===== config.mk =====
export PLATFORM = sky130hd
export DESIGN_NAME = mem_access_ctrl_flat
export DESIGN_NICKNAME = d
export VERILOG_FILES = /design/src/rtl/mem_access_ctrl_if.sv /design/src/rtl/mem_access_ctrl.sv /design/src/flat_wrapper.sv
export SDC_FILE = /design/constraint.sdc
export NUM_CORES = 1
export LEC_CHECK = 0
export CAP_MARGIN = 20
export CORE_ASPECT_RATIO = 1.2
export CORE_MARGIN = 2
export CORE_UTILIZATION = 38
export CTS_CLUSTER_SIZE = 40
export DETAILED_ROUTE_END_ITERATION = 12
export PLACE_DENSITY_LB_ADDON = 0.12
export SETUP_SLACK_MARGIN = 0.15
export SLEW_MARGIN = 5
export SYNTH_ARGS = -nofsm -noshare
export SYNTH_HDL_FRONTEND = slang
export SYNTH_SLANG_ARGS = --single-unit

===== constraint.sdc =====
create_clock -name clk -period 1.9 [get_ports clk]
set_input_delay 0.38 -clock clk [delete_from_list [all_inputs] [get_ports clk]]
set_output_delay 0.38 -clock clk [all_outputs]
set_load 0.01 [all_outputs]

===== src/rtl/mem_access_ctrl_if.sv =====
// CPU-side request/response bundle plus the data-memory port of mem_access_ctrl.
// The slave modport is the controller's view; master is the CPU/memory environment's view.
interface mem_access_ctrl_if #(
  parameter int ADDR_W = 10
) ();
  logic              req;
  logic              st;
  logic [2:0]        op;
  logic [ADDR_W-1:0] addr;
  logic [31:0]       wdata;
  logic [ADDR_W-1:0] dm_addr;
  logic [31:0]       dm_din;
  logic              dm_we;
  logic [31:0]       dm_dout;
  logic [31:0]       rdata;
  logic              done;
  logic              busy;
  logic              err;

  modport slave (
    input  req, st, op, addr, wdata, dm_dout,
    output dm_addr, dm_din, dm_we, rdata, done, busy, err
  );

  modport master (
    output req, st, op, addr, wdata, dm_dout,
    input  dm_addr, dm_din, dm_we, rdata, done, busy, err
  );
endinterface


===== src/rtl/mem_access_ctrl.sv =====
// Multicycle load/store controller in front of a byte-addressed little-endian word memory.
// Sub-word stores are done as read-modify-write on the aligned word; load results are registered.
module mem_access_ctrl #(
  parameter int ADDR_W = 10
) (
  input  logic               clk,
  input  logic               rst_n,
  mem_access_ctrl_if.slave   bus
);

  localparam logic [2:0] OP_B  = 3'b000;
  localparam logic [2:0] OP_H  = 3'b001;
  localparam logic [2:0] OP_W  = 3'b010;
  localparam logic [2:0] OP_BU = 3'b100;
  localparam logic [2:0] OP_HU = 3'b101;

  typedef enum logic [2:0] {
    S_IDLE, S_LD, S_ST, S_RMW_RD, S_RMW_WR, S_ERR, S_DONE
  } state_t;

  state_t            state;
  logic [2:0]        op_p0;
  logic [1:0]        off_p0;
  logic [15:0]       wdata_p0;
  logic [ADDR_W-1:0] dm_addr_r;
  logic [31:0]       dm_din_r;
  logic              dm_we_r;
  logic [31:0]       rdata_r;
  logic              done_r;
  logic              err_r;

  function automatic logic is_bad(input logic st, input logic [2:0] op, input logic [1:0] off);
    is_bad = 1'b1;
    case (op)
      OP_B:    is_bad = 1'b0;
      OP_H:    is_bad = off[0];
      OP_W:    is_bad = (off != 2'b00);
      OP_BU:   is_bad = st;
      OP_HU:   is_bad = st | off[0];
      default: is_bad = 1'b1;
    endcase
  endfunction

  function automatic logic [31:0] load_ext(input logic [31:0] word, input logic [2:0] op,
                                           input logic [1:0] off);
    logic signed [7:0]  b_s;
    logic signed [15:0] h_s;
    b_s = word[{off, 3'b000} +: 8];
    h_s = word[{off[1], 4'b0000} +: 16];
    case (op)
      OP_B:    load_ext = 32'(b_s);
      OP_H:    load_ext = 32'(h_s);
      OP_BU:   load_ext = {24'h0, b_s};
      OP_HU:   load_ext = {16'h0, h_s};
      default: load_ext = word;
    endcase
  endfunction

  function automatic logic [31:0] merge(input logic [31:0] word, input logic [15:0] wd,
                                        input logic half, input logic [1:0] off);
    merge = word;
    if (half) merge[{off[1], 4'b0000} +: 16] = wd;
    else      merge[{off, 3'b000} +: 8]      = wd[7:0];
  endfunction

  // Stage p0: request latched at accept; outputs to dm are registered alongside the state
  always_ff @(posedge clk or negedge rst_n) begin
    if (!rst_n) begin
      state     <= S_IDLE;
      op_p0     <= '0;
      off_p0    <= '0;
      wdata_p0  <= '0;
      dm_addr_r <= '0;
      dm_din_r  <= '0;
      dm_we_r   <= 1'b0;
      rdata_r   <= '0;
      done_r    <= 1'b0;
      err_r     <= 1'b0;
    end else begin
      done_r <= 1'b0;
      case (state)
        S_IDLE: begin
          if (bus.req) begin
            op_p0     <= bus.op;
            off_p0    <= bus.addr[1:0];
            wdata_p0  <= bus.wdata[15:0];
            err_r     <= 1'b0;
            dm_addr_r <= {bus.addr[ADDR_W-1:2], 2'b00};
            if (is_bad(bus.st, bus.op, bus.addr[1:0])) begin
              state <= S_ERR;
            end else if (!bus.st) begin
              state <= S_LD;
            end else if (bus.op == OP_W) begin
              state    <= S_ST;
              dm_we_r  <= 1'b1;
              dm_din_r <= bus.wdata;
            end else begin
              state <= S_RMW_RD;
            end
          end
        end
        S_LD: begin
          rdata_r <= load_ext(bus.dm_dout, op_p0, off_p0);
          state   <= S_DONE;
          done_r  <= 1'b1;
        end
        S_RMW_RD: begin
          // dm_din doubles as the merge buffer for the write cycle
          dm_din_r <= merge(bus.dm_dout, wdata_p0, (op_p0 == OP_H), off_p0);
          dm_we_r  <= 1'b1;
          state    <= S_RMW_WR;
        end
        S_ST, S_RMW_WR: begin
          dm_we_r  <= 1'b0;
          dm_din_r <= '0;
          state    <= S_DONE;
          done_r   <= 1'b1;
        end
        S_ERR: begin
          err_r  <= 1'b1;
          state  <= S_DONE;
          done_r <= 1'b1;
        end
        S_DONE: begin
          dm_addr_r <= '0;
          state     <= S_IDLE;
        end
        default: state <= S_IDLE;
      endcase
    end
  end

  assign bus.dm_addr = dm_addr_r;
  assign bus.dm_din  = dm_din_r;
  assign bus.dm_we   = dm_we_r;
  assign bus.rdata   = rdata_r;
  assign bus.done    = done_r;
  assign bus.err     = err_r;
  assign bus.busy    = (state != S_IDLE);

endmodule

===== src/flat_wrapper.sv =====
// flat-port wrapper written by rule: the top's interface ports become plain ports
module mem_access_ctrl_flat 
#(
  parameter int ADDR_W = 10
)
  (clk, rst_n, bus_req, bus_st, bus_op, bus_addr, bus_wdata, bus_dm_dout, bus_dm_addr, bus_dm_din, bus_dm_we, bus_rdata, bus_done, bus_busy, bus_err);
  mem_access_ctrl_if #(.ADDR_W(ADDR_W)) bus_i ();
  input  logic clk;
  input  logic rst_n;
  input wire logic [$bits(bus_i.req)-1:0] bus_req;
  input wire logic [$bits(bus_i.st)-1:0] bus_st;
  input wire logic [$bits(bus_i.op)-1:0] bus_op;
  input wire logic [$bits(bus_i.addr)-1:0] bus_addr;
  input wire logic [$bits(bus_i.wdata)-1:0] bus_wdata;
  input wire logic [$bits(bus_i.dm_dout)-1:0] bus_dm_dout;
  output wire logic [$bits(bus_i.dm_addr)-1:0] bus_dm_addr;
  output wire logic [$bits(bus_i.dm_din)-1:0] bus_dm_din;
  output wire logic [$bits(bus_i.dm_we)-1:0] bus_dm_we;
  output wire logic [$bits(bus_i.rdata)-1:0] bus_rdata;
  output wire logic [$bits(bus_i.done)-1:0] bus_done;
  output wire logic [$bits(bus_i.busy)-1:0] bus_busy;
  output wire logic [$bits(bus_i.err)-1:0] bus_err;
  assign bus_i.req = bus_req;
  assign bus_i.st = bus_st;
  assign bus_i.op = bus_op;
  assign bus_i.addr = bus_addr;
  assign bus_i.wdata = bus_wdata;
  assign bus_i.dm_dout = bus_dm_dout;
  assign bus_dm_addr = bus_i.dm_addr;
  assign bus_dm_din = bus_i.dm_din;
  assign bus_dm_we = bus_i.dm_we;
  assign bus_rdata = bus_i.rdata;
  assign bus_done = bus_i.done;
  assign bus_busy = bus_i.busy;
  assign bus_err = bus_i.err;
  mem_access_ctrl #(.ADDR_W(ADDR_W)) u_core (.clk(clk), .rst_n(rst_n), .bus(bus_i));
endmodule

==> summary.md, run 1 <==
| Metric | Value |
|---|---|
| Clock sink count | `99` |
| Post-Synthesis Cells | `643` |
| Final Wtd Congestion | `0.873` |
| Nets | `896` |
| H-tree levels | `3` |
| Post-route ant nets | `0` |
| Initial antenna violation count | `0` |
| R2r setup slk | `0.05 ns` |
| Post-synthesis adder-cell area fraction | `0.0108` |
| Number of fillers in the final layout | `1348` |
| Final Power | `14.4 mW` |
| Fmax achieved | `0.539 GHz` |
| Top cell type's share of synthesized area | `0.429` |
| Multi-input combinational cell area | `3170 µm²` |
| Largest net degree at the start of global routing | `65` |
| Die X | `117 µm` |
| Max-cap violations | `0` |
| Period utilization | `0.976` |
| Rows | `49` |
| Leading cell type in the layout, fill and taps excluded | `clkdlybuf4s50_1` |
| CTS clock-pin slew for the worst setup and hold paths | `0.07 ns` |
| Later-pin clock latency in the skew report | `0.36 ns` |
| Gr usage total | `0.252` |
| VDD IR-drop max | `857 µV` |
| Compound-cell area share of the yosys netlist | `0.224` |
| Mux cell area share after synthesis | `0.0902` |
| Post-route cell area | `8420 µm²` |
| Crit path time final | `1.85 ns` |
| Number of distinct library cells after synthesis | `43` |
| Final worst slack | `0.0454 ns` |
| Crit path kind | `flop to flop` |
| Final Max Tran Viols | `0` |
| R2r startpoint | `u_core.off_p0[1]$_DFFE_PN0P_` |
| Most frequent cells in the layout | `clkdlybuf4s50_1 (147), nand2_1 (145), dfrtp_1 (96)` |
| CP Data Arrival Time | `2.10 ns` |
| Area of the die | `16200 µm²` |
| Core ar. | `14900 µm²` |
| Setup WS pre-CTS | `-0.352 ns` |
| Final WL | `20100 µm` |
| Synth Area per Inst | `8.98 µm²` |
| Required time of the worst setup path | `2.14 ns` |
| Antenna cell count | `0` |
| Share of layout cells above drive strength 1 | `0.157` |
| Die height | `139 µm` |
| Placed Area | `7780 µm²` |
| Status | `finished, final reports clean` |
| Final Hold Fails | `0` |
| Crit-path max FO | `8` |
| Synth Flop Type | `dfrtp_1` |
| Setup TNS | `0 ns` |
| Ys Warns | `0` |
| Largest area contributor in the synthesized netlist | `dfrtp_1` |
| CP endpoint | `u_core.bus.dm_din[22]$_DFFE_PN0P_` |
| Synth async-reset ratio | `1.00` |
| Simple-gate share of the synthesized area | `0.187` |
| R2r endpoint | `u_core.bus.dm_din[22]$_DFFE_PN0P_` |
| DR iter-0 viols | `498` |
| Via-to-Cell Ratio | `5.66` |
| Grt ovf | `0` |
| Pin slew with the least headroom to its limit | `0.511 ns` |
| Yosys reg bits | `99` |
| Power Density | `1710 nW/µm²` |
| CTS Buf Count | `9` |
| Number of port buffers | `156` |
| Via count | `5765` |
| Rel. slew slack | `0.658` |
| I/O pin cnt | `159` |
| Wire per inst | `19.7 µm` |
| Largest cells by area after synthesis | `dfrtp_1 (43%), nand2_1 (9.5%), mux2i_1 (7.5%)` |
| Post-synthesis sequential area ratio | `0.429` |
| WHS | `0.373 ns` |
| Final Skew | `0.00841 ns` |
| Initial Util | `0.387` |
| CP Launch Point | `u_core.off_p0[1]$_DFFE_PN0P_` |
| CTS Buffer Depth | `2` |
| Hold Path Stages | `3` |
| Area Growth Syn to Fin | `45.8%` |
| Register area | `2480 µm²` |
| Number of remaining DRC errors | `0` |
| CTS root buffer | `clkbuf_16` |
| Initial DRT Pass Iterations | `5` |
| RSZ-0062 raised after global routing | `true` |
| Leakage power | `3.51 nW` |
| Dpl hpwl | `14400 µm` |
| Post-Syn Area | `5770 µm²` |
| Hold/Removal Path Class | `input port to flop` |
| Final setup viols | `0` |
| Synth Area in XOR/XNOR | `0.00152` |
| Crit end category | `flop` |
| First-pass GRT wire length | `31300 µm` |
| CTS tree | `yes` |
| Type of origin of the critical path | `flop` |
| EDFF count, synth | `0` |
| Depth of the most critical reg-to-reg path | `7` |
| Main combinational cell family by area after synthesis | `compound AO/OA/AOI/OAI gates` |
| Vias in the first global route | `5717` |
-- worst min path at each step --
stage / start / end / slack (ns)
final: bus_op[1] / u_core.state[0]$_DFFE_PN0P_ / 0.37
after global routing: bus_op[1] / u_core.state[0]$_DFFE_PN0P_ / 0.40
after CTS: rst_n / u_core.bus.dm_din[9]$_DFFE_PN0P_ / 0.48
after detailed placement: rst_n / u_core.op_p0[2]$_DFFE_PN0P_ / 0.31
after global placement: rst_n / u_core.bus.rdata[15]$_DFFE_PN0N_ / 0.30
after floorplan: rst_n / u_core.bus.dm_addr[2]$_DFFE_PN0P_ / 0.08
-- metal layers --
layer	global-route usage	share of wire
met5	0	0
met4	0.0802	0.023
met3	0.0533	0.062
met2	0.390	0.47
met1	0.351	0.44
-- power breakdown --
part / internal [mW] / leakage (nW) / switching, mW / total, mW
logic: 4.36 / 2.19 / 4.29 / 8.66
registers: 3.17 / 1.19 / 0.833 / 4.00
clock network: 0.917 / 0.132 / 0.819 / 1.74
total: 8.45 / 3.51 / 5.95 / 14.4
-- worst max-delay path, cell delays in order (launching register included) --
cell	delay (ns)
dfrtp_2	0.47
inv_6	0.10
ha_4	0.22
nor4bb_4	0.16
buf_12	0.13
a221o_1	0.29
a32oi_1	0.25
a21oi_1	0.10
-- cell type report --
cell class,count,area share
clock buffer,11,0.0288
multi-input combinational,475,0.376
inverter,9,0.00490
clock inverter,4,0.00312
timing repair buffer,216,0.262
sequential,99,0.295
tap,204,0.0303
-- repair_timing --
action                                  CTS  global route
pin swaps                                23            17
resized for setup                        36             9
buffers inserted                          8             2
endpoints found under the setup margin   58            49
hold endpoints to repair                 21             0
hold buffers                              1             0
gates cloned                              2             0
-- through the flow --
step / cells / util
after CTS: 1016 / 0.562
after global placement: 990 / 0.522
final: 1018 / 0.565
after global routing: 1018 / 0.565
after detailed placement: 990 / 0.522
after floorplan: 644 / -
-- registers in the layout, summed over array words and instances (netlist names) --
signal / cells
u_core.bus.err: 1
u_core.bus.dm_addr: 8
u_core.op_p0: 3
u_core.state: 3
u_core.off_p0: 2
u_core.bus.dm_we: 1
u_core.bus.dm_din: 32
u_core.bus.rdata: 32
u_core.wdata_p0: 16
u_core.bus.done: 1
-- cell usage after synthesis (3+ instances only) --
master and number:
o31ai_1 8, a221o_1 33, nor3b_1 9, nand2_1 146, clkbuf_1 25, dfrtp_1 99
nor2b_1 8, nand3b_1 8, o21ai_0 17, buf_4 4, nand3_1 32, nor2_1 8
buf_6 3, a21oi_1 74, mux2i_1 43, mux2_2 8, inv_1 9, a32oi_1 32
buf_2 22, buf_1 7, ha_1 5, a21oi_2 10, nand2b_1 8
-- cell families (layout without fill, tap and decap cells) --
group,after synthesis,after routing
simple gates,232,232
compound gates,184,184
flops,99,99
buf+inv,70,240
mux,51,51
fa+ha+maj,5,5
other cells,1,2
xor+xnor,1,1
Power figures use the tool's default switching activity.
==> run 2, diff against run 1 <==
- CORE_ASPECT_RATIO: 1.2 -> 1.5
==> run 2 against run 1 <==
  * Clock skew decreased by 0.0012 ns
  * Worst setup slack got worse by 0.033 ns
  * Clock power is 3% lower
  * Die area about the same
  * Combinational power increased by 2.4%
  * Sequential share of layout area fell by 0.32 points
  * Sequential cell count did not move
  * Global-route usage up 0.97 points
  * Critical path type unchanged
  * Highest routed layer unchanged
==> summary.md, run 2 (synthesis gave the netlist of run 1 again) <==
| Metric | Value |
|---|---|
| Clock sink count | `99 (unchanged)` |
| Core ar. | `15000 µm² (+0.70%)` |
| Number of fillers in the final layout | `1360 (+0.89%)` |
| Initial antenna violation count | `0 (unchanged)` |
| CTS tree | `yes` |
| Hold/Removal Path Class | `input port to async pin` |
| Dpl hpwl | `15600 µm (+7.8%)` |
| CP Launch Point | `u_core.off_p0[0]$_DFFE_PN0P_` |
| Share of layout cells above drive strength 1 | `0.181 (+0.0235)` |
| Area Growth Syn to Fin | `47.5%` |
| Util after Layout | `0.567 (+0.00234)` |
| R2r endpoint | `u_core.bus.dm_din[24]$_DFFE_PN0P_` |
| Vias in the first global route | `5886 (+3.0%)` |
| Final Wtd Congestion | `0.902 (+3.3%)` |
| Initial Util | `0.385 (-0.00268)` |
| VDD IR-drop max | `875 µV (+2.2%)` |
| Via-to-Cell Ratio | `5.76 (+1.6%)` |
| Post-route ant nets | `0 (unchanged)` |
| Final worst slack | `0.0126 ns (-0.0328 ns)` |
| R2r startpoint | `u_core.off_p0[0]$_DFFE_PN0P_` |
| H-tree levels | `3 (unchanged)` |
| RSZ-0062 raised after global routing | `true` |
| Depth of the most critical reg-to-reg path | `7 (unchanged)` |
| Max-cap violations | `0 (unchanged)` |
| Final Max Tran Viols | `0 (unchanged)` |
| Nets | `902 (+0.67%)` |
| Gr usage total | `0.261 (+0.00969)` |
| Power Density | `1720 nW/µm² (+0.32%)` |
| Rows | `55 (+12%)` |
| DR iter-0 viols | `420 (-16%)` |
| Number of port buffers | `156 (unchanged)` |
| Die X | `105 µm (-10%)` |
| CTS Buffer Depth | `2 (unchanged)` |
| Pin slew with the least headroom to its limit | `0.536 ns (+0.0257 ns)` |
| Antenna cell count | `0 (unchanged)` |
| CP Data Arrival Time | `2.12 ns (+0.02 ns)` |
| Later-pin clock latency in the skew report | `0.35 ns (about the same)` |
| Area of the die | `16200 µm² (about the same)` |
| Final Skew | `0.00725 ns (-0.00116 ns)` |
| Die height | `155 µm (+11%)` |
| Rel. slew slack | `0.641 (-0.0172)` |
| Crit path time final | `1.89 ns (+0.0328 ns)` |
| Setup WS pre-CTS | `-0.205 ns (+0.147 ns)` |
| Required time of the worst setup path | `2.13 ns (about the same)` |
| CTS clock-pin slew for the worst setup and hold paths | `0.07 ns (about the same)` |
| Wire per inst | `20.9 µm (+6.2%)` |
| Period utilization | `0.993 (+0.0173)` |
| Crit-path max FO | `8 (unchanged)` |
| Most frequent cells in the layout | `clkdlybuf4s50_1 (154), nand2_1 (146), dfrtp_1 (96)` |
| Final setup viols | `0 (unchanged)` |
| CP endpoint | `u_core.bus.dm_din[24]$_DFFE_PN0P_` |
| Number of remaining DRC errors | `0 (unchanged)` |
| Leading cell type in the layout, fill and taps excluded | `clkdlybuf4s50_1` |
| Crit path kind | `flop to flop` |
| I/O pin cnt | `159 (unchanged)` |
| Final WL | `21300 µm (+6.2%)` |
| Status | `finished, final reports clean` |
| Final Hold Fails | `0 (unchanged)` |
| CTS Buf Count | `9 (unchanged)` |
| Via count | `5860 (+1.6%)` |
| Initial DRT Pass Iterations | `5 (unchanged)` |
| Fmax achieved | `0.530 GHz (-1.7%)` |
| Grt ovf | `0 (unchanged)` |
| CTS root buffer | `clkbuf_16` |
| Type of origin of the critical path | `flop` |
| Crit end category | `flop` |
| Leakage power | `3.52 nW (+0.22%)` |
| Largest net degree at the start of global routing | `65 (unchanged)` |
| R2r setup slk | `0.01 ns (-0.03 ns)` |
| First-pass GRT wire length | `33100 µm (+5.6%)` |
run 2: cell types whose count changed in the layout (fill, tap and decap cells not counted), sizes merged:
cell / change
clkbuf: -2
buf: +6
clkinv: -1
clkinvlp: +1
dlygate4sd2: -4
clkdlybuf4s50: +7
dlymetal6s2s: -2
run 2: final cells by class:
type / count / area [µm²] / share of cell area
repair buffers: 222 / 2220 / 0.261
inverters: 9 / 41.3 / 0.00485
flip-flops and latches: 99 / 2480 / 0.291
clock buffers: 10 / 229 / 0.0269
multi-input cells: 475 / 3260 / 0.383
well taps: 199 / 249 / 0.0293
clock inverters: 4 / 28.8 / 0.00338
run 2: report_power, final:
group          switching, mW  leakage, nW  internal, mW
logic                   4.48         2.21          4.40
registers              0.865         1.19          3.17
clock network          0.816        0.121         0.877
total                   6.16         3.52          8.44
run 2: worst min-delay path by stage:
stage,to,slack (ns)
finish,u_core.bus.rdata[9]$_DFFE_PN0N_,0.49
global route,u_core.bus.rdata[25]$_DFFE_PN0N_,0.52
CTS,u_core.bus.rdata[21]$_DFFE_PN0N_,0.50
detailed placement,u_core.bus.rdata[9]$_DFFE_PN0N_,0.32
global placement,u_core.bus.rdata[9]$_DFFE_PN0N_,0.32
floorplan,u_core.bus.dm_addr[2]$_DFFE_PN0P_,0.08
run 2: timing repair:
| action | in CTS | in global routing |
|---|---|---|
| cloned | 1 | 0 |
| hold endpoints to repair | 23 | 0 |
| endpoints found under the setup margin | 46 | 38 |
| buffers inserted | 3 | 7 |
| resized for setup | 38 | 22 |
| pin swaps | 28 | 19 |
| hold buffers | 1 | 0 |
run 2: worst max-delay path: stages, from the launching register on:
cell and delay [ns]:
dfrtp_2 0.44, inv_4 0.07, ha_4 0.30, nor4bb_2 0.05, buf_4 0.17, a221o_1 0.38
a32oi_2 0.27, a21oi_2 0.08
run 2: per-stage QoR:
stage	hold slack [ns]	power [mW]	TNS (ns)	area (µm²)	instances
floorplan	0.0844	8.45	0	5820	644
global placement	0.323	11.7	-6.11	7820	992
detailed placement	0.319	11.9	-6.49	7820	992
CTS	0.495	14.3	0	8360	1011
global route	0.523	15.5	-0.308	8510	1018
finish	0.490	14.6	0	8510	1018
run 2: metal layers:
layer	global-route usage	share of wire
met5	0	0
met4	0.0946	0.029
met3	0.0406	0.054
met2	0.469	0.51
met1	0.316	0.40
==> run 3, diff against run 2 <==
- CORE_UTILIZATION: 38 -> 44
==> run 3 against run 2 <==
  * The run now ends with hold timing, setup timing left
  * Clock power rose by 4%
  * Combinational power shrank 3.4%
  * Utilization increased by 8.4 points
  * Sequential power barely moved
  * Die area decreased by 13%
  * Register-to-register slack worse by 0.02 ns
  * Cell area fell by 1.4%
  * Via count decreased by 0.12%
  * Critical path type unchanged
  * Largest cell class unchanged
==> summary.md, run 3 (synthesis gave the netlist of run 1 again) <==
| Metric | Value |
|---|---|
| Violated checks | `hold timing, setup timing` |
| Final non-filler cell total | `975 (-4.2%)` |
| Number of remaining DRC errors | `0 (unchanged)` |
| Antenna cell count | `0 (unchanged)` |
| CTS Buffer Depth | `2 (unchanged)` |
| DR iter-0 viols | `526 (+25%)` |
| Period utilization | `1.00 (+0.00949)` |
| Crit path time final | `1.91 ns (+0.0180 ns)` |
| Via count | `5853 (-0.12%)` |
| Clock sink count | `99 (unchanged)` |
| CP Data Arrival Time | `2.13 ns (about the same)` |
| Die height | `144 µm (-6.9%)` |
| CTS Buf Count | `9 (unchanged)` |
| Crit-path max FO | `8 (unchanged)` |
| Vias in the first global route | `5813 (-1.2%)` |
| Rows | `51 (-7.3%)` |
| Type of origin of the critical path | `flop` |
| Most frequent cells in the layout | `clkdlybuf4s50_1 (154), nand2_1 (146), dfrtp_1 (95)` |
| CTS tree | `yes` |
| Pin slew with the least headroom to its limit | `0.516 ns (-0.0207 ns)` |
| H-tree levels | `3 (unchanged)` |
| Required time of the worst setup path | `2.13 ns (about the same)` |
| Slowest stage delay, CP | `0.45 ns (about the same)` |
| Final worst slack | `-0.00544 ns (-0.0180 ns)` |
| CTS root buffer | `clkbuf_16` |
| R2r setup slk | `-0.005 ns (-0.02 ns)` |
| Post-route ant nets | `0 (unchanged)` |
| Depth of the most critical reg-to-reg path | `7 (unchanged)` |
| Initial Util | `0.448 (+0.0630)` |
| Placed cell count | `953 (-3.9%)` |
| Power Density | `1710 nW/µm² (-0.17%)` |
| Crit path kind | `flop to flop` |
| Leading cell type in the layout, fill and taps excluded | `clkdlybuf4s50_1` |
| Wire per inst | `21.2 µm (+1.3%)` |
| CTS clock-pin slew for the worst setup and hold paths | `0.07 ns (about the same)` |
| Via-to-Cell Ratio | `6.00 (+4.3%)` |
| Final WL | `20700 µm (-3.0%)` |
| Area of the die | `14100 µm² (-13%)` |
| Die X | `97.5 µm (-6.8%)` |
| Final Skew | `0.00930 ns (+0.00205 ns)` |
| Hold/Removal Path Class | `input port to async pin` |
| Number of port buffers | `156 (unchanged)` |
| Initial DRT Pass Iterations | `5 (unchanged)` |
| Status | `finished with violations` |
| Number of fillers in the final layout | `1081 (-21%)` |
| Final Max Tran Viols | `0 (unchanged)` |
| R2r startpoint | `u_core.off_p0[0]$_DFFE_PN0P_` |
| Fmax achieved | `0.525 GHz (-0.95%)` |
| R2r endpoint | `u_core.bus.dm_din[19]$_DFFE_PN0P_` |
| Final Wtd Congestion | `0.905 (+0.40%)` |
| CTS Hold Bufs | `0 (-1)` |
| Initial antenna violation count | `0 (unchanged)` |
| Dpl hpwl | `15000 µm (-3.7%)` |
| CP delay by family, top | `compound AO/OA/AOI/OAI gates` |
| Area Growth Syn to Fin | `45.4%` |
| Rel. slew slack | `0.656 (+0.0151)` |
| Share of layout cells above drive strength 1 | `0.168 (-0.0128)` |
| Worst-path cell with the longest stage delay | `dfrtp_2` |
| VDD IR-drop max | `1210 µV (+38%)` |
| Gr usage total | `0.290 (+0.0287)` |
| Crit end category | `flop` |
| First-pass GRT wire length | `31900 µm (-3.8%)` |
| WHS | `-0.00430 ns (-0.494 ns)` |
| Critical Path, Cell by Cell | `inv_4 -> ha_4 -> nor4bb_4 -> buf_6 -> a221o_1 -> a32oi_2 -> a21oi_1` |
| Grt ovf | `0 (unchanged)` |
| RSZ-0062 raised after global routing | `true` |
| Core ar. | `12900 µm² (-14%)` |
| Final setup viols | `2 (+2)` |
| Later-pin clock latency in the skew report | `0.35 ns (about the same)` |
| Largest net degree at the start of global routing | `65 (unchanged)` |
| CP bufs+invs | `2 (unchanged)` |
| Final Hold Fails | `7 (+7)` |
| Leakage power | `3.47 nW (-1.5%)` |
| Max-cap violations | `0 (unchanged)` |
| Nets | `897 (-0.55%)` |
| I/O pin cnt | `159 (unchanged)` |
-- run 3: worst max path at each step --
stage	startpoint	end	cells after the start	slack, ns
2_1_floorplan	u_core.off_p0[0]$_DFFE_PN0P_	u_core.bus.dm_din[10]$_DFFE_PN0P_	8	0.12
3_3_place_gp	u_core.off_p0[0]$_DFFE_PN0P_	u_core.bus.dm_din[21]$_DFFE_PN0P_	8	-0.17
3_5_place_dp	bus_op[0]	u_core.bus.dm_we$_DFFE_PN0P_	7	-0.18
4_1_cts	u_core.off_p0[1]$_DFFE_PN0P_	u_core.bus.dm_din[20]$_DFFE_PN0P_	7	0.02
5_1_grt	u_core.off_p0[1]$_DFFE_PN0P_	u_core.bus.dm_din[2]$_DFFE_PN0P_	7	-0.02
6_report	u_core.off_p0[0]$_DFFE_PN0P_	u_core.bus.dm_din[19]$_DFFE_PN0P_	7	-0.005
-- run 3: per-stage QoR --
stage | setup WS, ns | instance area (µm²) | power (mW) | utilization | TNS (ns)
CTS | 0.0241 | 8250 | 14.0 | 0.640 | 0
finish | -0.00544 | 8390 | 14.4 | 0.651 | -0.00757
floorplan | 0.118 | 5820 | 8.45 | - | 0
global route | -0.0215 | 8390 | 15.3 | 0.651 | -0.0840
global placement | -0.166 | 7790 | 11.7 | 0.605 | -4.57
detailed placement | -0.177 | 7790 | 11.9 | 0.605 | -6.38
-- run 3: power by group --
part / internal [mW] / leakage (nW) / switching, mW
clock network: 0.927 / 0.124 / 0.829
logic: 4.20 / 2.15 / 4.38
registers: 3.17 / 1.19 / 0.870
total: 8.29 / 3.47 / 6.07
-- run 3: area by class of cell --
| type | instances | area [µm²] | share of cell area |
|---|---|---|---|
| sequential | 99 | 2480 | 0.296 |
| clock buffer | 11 | 243 | 0.0289 |
| timing repair buffer | 217 | 2160 | 0.258 |
| multi-input combinational | 475 | 3220 | 0.384 |
| inverter | 9 | 41.3 | 0.00492 |
| clock inverter | 5 | 38.8 | 0.00462 |
| tap | 159 | 199 | 0.0237 |
-- run 3: layer usage --
| layer | vias up | track usage | share of wire |
|---|---|---|---|
| met2 | 267 | 0.492 | 0.50 |
| met4 | 0 | 0.140 | 0.041 |
| met3 | 52 | 0.0420 | 0.068 |
| met5 | - | 0 | 0 |
| met1 | 2875 | 0.365 | 0.39 |
| li1 | 2659 | - | - |
-- run 3: repair_timing --
item	4_1_cts	5_1_grt
gates resized for setup	28	20
buffers inserted	2	3
setup endpoints to repair	48	43
gates cloned	0	1
pin swaps	27	26
